File: src/rtl/aes_key_sched_ctrl_pkg.sv
// Shared AES encodings and round-count helpers for the key schedule controller
// and the key expander that sits next to it.
package aes_key_sched_ctrl_pkg;

    typedef enum logic {
        AES_ENC = 1'b0,
        AES_DEC = 1'b1
    } aes_mode_e;

    typedef enum logic [2:0] {
        AES_128 = 3'b001,
        AES_192 = 3'b010,
        AES_256 = 3'b100
    } aes_key_len_e;

    localparam logic [3:0] NR_AES_128 = 4'd10;
    localparam logic [3:0] NR_AES_192 = 4'd12;
    localparam logic [3:0] NR_AES_256 = 4'd14;

    function automatic logic [3:0] aes_nr(input logic [2:0] key_len);
        logic [3:0] nr;
        case (key_len)
            AES_192: nr = NR_AES_192;
            AES_256: nr = NR_AES_256;
            default: nr = NR_AES_128;
        endcase
        return nr;
    endfunction

    // AES-192 is only legal when the expander was built with support for it.
    function automatic logic key_len_legal(input logic [2:0] key_len, input bit aes192_en);
        return $onehot(key_len) && !((key_len == AES_192) && !aes192_en);
    endfunction

endpackage

File: src/rtl/aes_key_sched_ctrl.sv
// Sequences the AES key expander: clears it, then hands out Nr+1 round keys
// over a valid/ready channel, stepping the expander on each accepted key.
//
// state  | meaning
// IDLE   | waiting for start_i; illegal key length pulses err_o
// CLEAR  | one cycle of ke_clear_o, round counter at 0
// EMIT   | round key valid, held until rk_ready_i
// FINISH | one cycle done_o pulse
module aes_key_sched_ctrl
    import aes_key_sched_ctrl_pkg::*;
#(
    parameter bit AES192Enable = 1'b1
) (
    input  logic         clk_i,
    input  logic         rst_ni,
    input  logic         start_i,
    input  logic         abort_i,
    input  logic         mode_i,
    input  logic [2:0]   key_len_i,
    input  logic [255:0] key_init_i,
    output logic         busy_o,
    output logic         done_o,
    output logic         err_o,
    output logic         ke_clear_o,
    output logic         ke_step_o,
    output logic [3:0]   ke_round_o,
    output logic         ke_mode_o,
    output logic [2:0]   ke_key_len_o,
    output logic [255:0] ke_key_o,
    input  logic [255:0] ke_key_i,
    output logic         rk_valid_o,
    input  logic         rk_ready_i,
    output logic [127:0] rk_o
);

    typedef enum logic [1:0] {
        IDLE,
        CLEAR,
        EMIT,
        FINISH
    } state_e;

    state_e       state_q;
    logic [3:0]   round_q;
    logic [255:0] key_full_q;
    aes_mode_e    mode_q;
    aes_key_len_e key_len_q;
    logic         err_q;
    logic [3:0]   nr;
    logic         last_round;

    assign nr         = aes_nr(key_len_q);
    assign last_round = (round_q >= nr);

    always_ff @(posedge clk_i or negedge rst_ni) begin
        if (!rst_ni) begin
            state_q    <= IDLE;
            round_q    <= 4'd0;
            key_full_q <= '0;
            mode_q     <= AES_ENC;
            key_len_q  <= AES_128;
            err_q      <= 1'b0;
        end else begin
            err_q <= 1'b0;
            // abort wins over any handshake: no step, no key update
            if (abort_i && (state_q != IDLE)) begin
                state_q <= IDLE;
            end else begin
                case (state_q)
                    IDLE: begin
                        if (start_i) begin
                            if (key_len_legal(key_len_i, AES192Enable)) begin
                                mode_q     <= aes_mode_e'(mode_i);
                                key_len_q  <= aes_key_len_e'(key_len_i);
                                key_full_q <= key_init_i;
                                round_q    <= 4'd0;
                                state_q    <= CLEAR;
                            end else begin
                                err_q <= 1'b1;
                            end
                        end
                    end
                    CLEAR: begin
                        round_q <= 4'd0;
                        state_q <= EMIT;
                    end
                    EMIT: begin
                        if (rk_ready_i) begin
                            if (!last_round) begin
                                key_full_q <= ke_key_i;
                                round_q    <= round_q + 4'd1;
                            end else begin
                                state_q <= FINISH;
                            end
                        end
                    end
                    FINISH: begin
                        state_q <= IDLE;
                    end
                    default: begin
                        state_q <= IDLE;
                    end
                endcase
            end
        end
    end

    assign busy_o       = (state_q != IDLE);
    assign done_o       = (state_q == FINISH) && !abort_i;
    assign err_o        = err_q;
    assign ke_clear_o   = (state_q == CLEAR) && !abort_i;
    assign rk_valid_o   = (state_q == EMIT) && !abort_i;
    assign ke_step_o    = rk_valid_o && rk_ready_i && !last_round;
    assign ke_round_o   = round_q;
    assign ke_mode_o    = mode_q;
    assign ke_key_len_o = key_len_q;
    assign ke_key_o     = key_full_q;
    assign rk_o         = key_full_q[255:128];

endmodule
File: config.mk
export PLATFORM = sky130hd
export DESIGN_NAME = aes_key_sched_ctrl
export DESIGN_NICKNAME = d
export VERILOG_FILES = /design/src/rtl/aes_key_sched_ctrl_pkg.sv /design/src/rtl/aes_key_sched_ctrl.sv
export SDC_FILE = /design/constraint.sdc
export NUM_CORES = 1
export LEC_CHECK = 0
export CAP_MARGIN = 20
export CELL_PAD_IN_SITES_DETAIL_PLACEMENT = 0
export CELL_PAD_IN_SITES_GLOBAL_PLACEMENT = 1
export CORE_AREA = 2 2 353 355
export CTS_BUF_LIST = sky130_fd_sc_hd__clkbuf_16
export DETAILED_ROUTE_END_ITERATION = 8
export DIE_AREA = 0 0 355 357
export PLACE_DENSITY = 0.39
export SLEW_MARGIN = 20
export SYNTH_ARGS = -nofsm -noshare
export SYNTH_HDL_FRONTEND = slang
export SYNTH_SLANG_ARGS = --single-unit
File: constraint.sdc
create_clock -name clk_i -period 6.5 [get_ports clk_i]
set_clock_uncertainty 0.05 [all_clocks]
set_input_delay 1.625 -clock clk_i [delete_from_list [all_inputs] [get_ports clk_i]]
set_output_delay 1.625 -clock clk_i [all_outputs]
set_load 0.02 [all_outputs]
=== Yosys cells after proc, flatten, opt, wreduce, memory -nomap -nowiden ===
Cells that the tools add are included.

* Reductions and logical operators: 16
* Equal/unequal tests: 14
* Bitwise gates (word level): 1
* Magnitude comparators: 1
* $add $sub $neg: 3
* Multiplexer cells: 21

{| class="wikitable"
|+ Operators by type and width
! cell !! number
|-
| 256-bit 2-to-1 mux || 4
|-
| 256-bit case mux with 2 select lines || 1
|-
| 4-bit 2-to-1 mux || 4
|-
| 3-bit != test (second input constant) || 4
|-
| 4-bit case mux with 3 select lines || 1
|-
| 6-bit AND reduction || 2
|-
| 2-bit 2-to-1 mux || 5
|-
| 2-bit != test (second input constant) || 4
|-
| 2-bit case mux with 4 select lines || 1
|-
| 4-bit AND reduction || 2
|-
| 1-bit logical AND || 6
|-
| 3-bit case mux with 2 select lines || 1
|-
| 4-bit by 1-bit adder with 4-bit output (second input constant) || 1
|-
| 2-bit by 1-bit == test with 1-bit output (second input constant) || 2
|-
| 2-bit == test (second input constant) || 2
|-
| 4-bit greater-or-equal comparator || 1
|-
| 1-bit 2-to-1 mux || 4
|-
| 2-bit nonzero test || 2
|-
| 3-bit by 2-bit == test with 1-bit output (second input constant) || 1
|-
| 3-bit == test (second input constant) || 1
|-
| 3-bit nonzero test || 1
|-
| 1-bit by 1-bit adder with 2-bit output || 1
|-
| 2-bit by 1-bit adder with 2-bit output || 1
|-
| 1-bit zero test || 2
|-
| other kinds (2) || 2
|}

* Bits of input ports: 521
* Flip-flop bits (word level): 267
* Word-level logic and storage cells: 62

=== Depth between registers and ports, before layout ===
* Depth after elaboration: 7
* Mapped depth: 9

=== Least setup slack after synthesis ===
No wires, ideal clock.

* Path kind: in2out
* Start: input port abort_i
* End: output port ke_step_o
* Arrival: 2,331 ps
* Required time: 4,825 ps
* Buffers on the path: 0
* Stages on the path: 2
* Path slack: 2,494 ps
* Path through: nor2b_1 > and3_1

* Longest elaborated chain between the ends: 4

{| class="wikitable"
|+ RTL lines
! what !! line !! RTL
|-
| start: declaration || aes_key_sched_ctrl.sv:17 || <nowiki>input logic abort_i,</nowiki>
|-
| 1-bit zero test || aes_key_sched_ctrl.sv:112 || <nowiki>assign rk_valid_o = (state_q == EMIT) && !abort_i;</nowiki>
|-
| 1-bit logical AND || aes_key_sched_ctrl.sv:112 ||
|-
| 1-bit logical AND (2 in a row) || aes_key_sched_ctrl.sv:113 || <nowiki>assign ke_step_o = rk_valid_o && rk_ready_i && !last_round;</nowiki>
|-
| end: declaration || aes_key_sched_ctrl.sv:25 || <nowiki>output logic ke_step_o,</nowiki>
|}

Every way passes these cells.

=== Worst setup path in the final report ===
Same ends and word-level chain as after synthesis.

==> summary.txt <==
Outcome
  – Status: complete, no violations

Finish
  – Post-route design area: 25600 um^2
  – Layout cells sized above 1: 21.5%
  – Nets: 2343
  – Synthesis-to-layout area growth: 79.4%
  – Commonest cells after routing, fill and taps aside: clkdlybuf4s50_1, mux2_2, dfrtp_1, mux2_1, clkbuf_16
  – Commonest non-fill, non-tap cell in the layout: clkdlybuf4s50_1

Floorplan
  – Core area: 123000 um^2
  – Starting density of the core: 11.6%
  – FP Rows: 129
  – Die ar.: 127000 um^2
  – Die Wd: 355 um
  – Die Y: 357 um
  – I/O pin cnt: 919

Timing
  – Final Hold Vio Count: 0
  – Final setup violation count: 0
  – Worst slew pin tran: 993 ps
  – Max-slew violations: 0
  – Min Tclk post-route: 4840 ps
  – Setup_tns: 0 ps
  – RSZ-0062 raised after global routing: false
  – Fmax: 207 MHz
  – Fin crit share: 74.5%
  – Worst slew margin: 33.8%

Critical path
  – Crit path cell chain: clkdlybuf4s50_1, nor2b_1, and3_1, clkdlybuf4s50_1
  – CP required: 4830 ps
  – Critical path class: in2out
  – Max incr delay on CP: 620 ps
  – Worst path bufs/invs: 2
  – Crit-path slowest cell: clkdlybuf4s50_1
  – Worst Path Arrival: 3160 ps
  – R2R Path Start: state_q[0]$_DFFE_PN0P_
  – Critical R2R Capture: ke_key_o[16]$_DFFE_PN0P_
  – CP top delay family: buffers and inverters
  – Reg2reg setup slack: 2780 ps
  – Kind of end point of the critical path: primary output
  – Most used cell, CP: clkdlybuf4s50_1
  – R2r worst-path depth: 6
  – CP Launch Type: primary input
  – CP max FO: 4

Global routing
  – First-pass GRT wire length: 94200 um
  – Initial antenna violation count: 13
  – Vias in the first global route: 12300
  – Remaining global-route overflow: 0
  – Gr usage total: 10.4%
  – Largest net degree at the start of global routing: 124

Power and ir drop
  – Clk network pwr share: 16.5%
  – Pwr per Cell Area: 501 nW/um^2
  – Logic pwr share: 58.1%
  – Max VDD drop: 0.283 mV
  – Sw Ratio: 40.4%
  – Total Power: 0.0128 W
  – Flop pwr share: 25.5%
  – Pleak: 9.61 nW
  – Cell Int Power: 0.00763 W
  – Psw: 0.00517 W

Synth
  – Adder-cell area share of the yosys netlist: 0.755%
  – Post-synthesis sequential area ratio: 46.9%
  – Top post-synthesis cells by area: dfrtp_1, mux2_2, mux2_1
  – Synth area leader: dfrtp_1
  – Avg Inst Size Synth: 13.9 um^2
  – Syn Inst Count: 1028
  – Post-synthesis compound-gate area fraction: 0.773%
  – Synth Warn #: 0
  – Mux cell area share after synthesis: 40.9%
  – #FFs+latches synth: 267
  – Cell area after synthesis: 14200 um^2
  – Largest family of logic cells by synthesized area: multiplexers
  – Synth Area in XOR/XNOR: 0.0615%
  – Synth Area in Simple Gates: 1.12%
  – Syn Nets: 1557
  – Top-area cell type share of the netlist area: 46.7%
  – Unique masters post-synth: 33

CTS
  – Worst-skew pair later-pin latency: 580 ps
  – CTS resizes: 0
  – # Post-CTS Setup Buffers: 0
  – H-tree depth: 2
  – TritonCTS buffer count: 41
  – Clock slew at reported path FFs: 50 ps
  – Clock Tree Buf Depth: 3
  – Clk root buf: clkbuf_16
  – CTS Hold Bufs: 0
  – Clk sinks: 267
  – TritonCTS clock tree: done

Routing
  – Drt drc: 0
  – Initial DRC Count: 261
  – Pre-Repair DR Iteration Count: 4
  – ANT nets after route: 0
  – Total wire length after detailed routing: 68800 um
  – Wire length per cell: 19.7 um
  – DR vias: 11200
  – Vias/cell: 3.20

Placed design
  – GPL Wtd Cong: 0.818
  – Dpl cell area: 24300 um^2
  – Buffers on Ports: 918
  – DP HPWL: 53900 um

Worst hold path
  – Worst Hold Launch: ke_key_o[57]$_DFFE_PN0P_
  – Hold EP: ke_key_o[57]$_DFFE_PN0P_
  – WHS Path Cells: 1
  – Min-delay worst type: reg2reg

Run
  – Max cap viols: 0
## per-layer routing
layer	up-vias	GRT usage [%]	routed length, um
met4	8	3.08	1430
met5	-	0	46
met3	71	4.68	6640
met2	459	18.9	36600
met1	5503	10.6	24100
li1	5115	-	-
## sequential cells by signal, indices dropped and copies added (netlist names)
register,cells
err_o,1
ke_key_len_o,3
ke_key_o,256
ke_round_o,4
state_q,2
ke_mode_o,1
## stage by stage
stage / cells / worst slack, ps / util (%) / hold WS (ps)
after floorplan: 1028 / 2490 / - / 495
final: 3485 / 1660 / 20.8 / 430
after CTS: 3480 / 1640 / 20.8 / 437
after global placement: 3408 / 1620 / 19.8 / 418
after global routing: 3485 / 1550 / 20.8 / 450
after detailed placement: 3408 / 1650 / 19.8 / 424
## worst max path at each step
| stage | slack [ps] | from | to | cells past startpoint |
|---|---|---|---|---|
| 4_1_cts | 1640 | ke_key_len_o[0]$_DFFE_PN1P_ | ke_step_o | 7 |
| 6_report | 1660 | abort_i | ke_step_o | 4 |
| 3_5_place_dp | 1650 | abort_i | ke_step_o | 4 |
| 3_3_place_gp | 1620 | abort_i | ke_step_o | 4 |
| 2_1_floorplan | 2490 | abort_i | ke_step_o | 2 |
| 5_1_grt | 1550 | ke_key_len_o[0]$_DFFE_PN1P_ | ke_step_o | 7 |
## cell type report
class,count,area (um^2)
fillers,13300,97400
repair buffers,928,9330
flip-flops and latches,267,6680
multi-input cells,570,6230
well taps,1637,2050
clock buffers,42,1050
clock inverters,30,179
inverters,6,22.5
diodes,5,12.5
## logic make-up after synthesis
kind of cell,count (synthesis)
xor gates and xnor gates,1
buffers and inverters,191
muxes,517
DFF,267
AOI/OAI and AO/OA,13
adders and majority gates,8
and+or+nand+nor,31
## cell usage after synthesis (all sizes together)
library cell / count
buf: 160
or4: 2
mux2: 516
and3b: 1
a21o: 2
nand2b: 4
inv: 6
o221ai: 1
dfrtp: 266
ha: 7
o21ai: 1
o311ai: 2
clkbuf: 25
nand2: 10
nand4: 1
a21oi: 1
a211oi: 1
nor2b: 4
o211ai: 2
and3: 1
xor2: 1
nand3: 4
mux2i: 1
o2111ai: 1
o221a: 1
o2111a: 1
dfstp: 1
fa: 1
nor2: 4
## power by group through the flow
stage | clock network, W | registers (W) | logic [W]
4_1_cts | 0.00225 | 0.00330 | 0.00760
2_1_floorplan | 0 | 0.00409 | 0.00354
5_1_grt | 0.00231 | 0.00339 | 0.00788
3_5_place_dp | 0 | 0.00330 | 0.00758
3_3_place_gp | 0 | 0.00328 | 0.00757
6_report | 0.00211 | 0.00326 | 0.00743
Power figures use the tool's default switching activity.
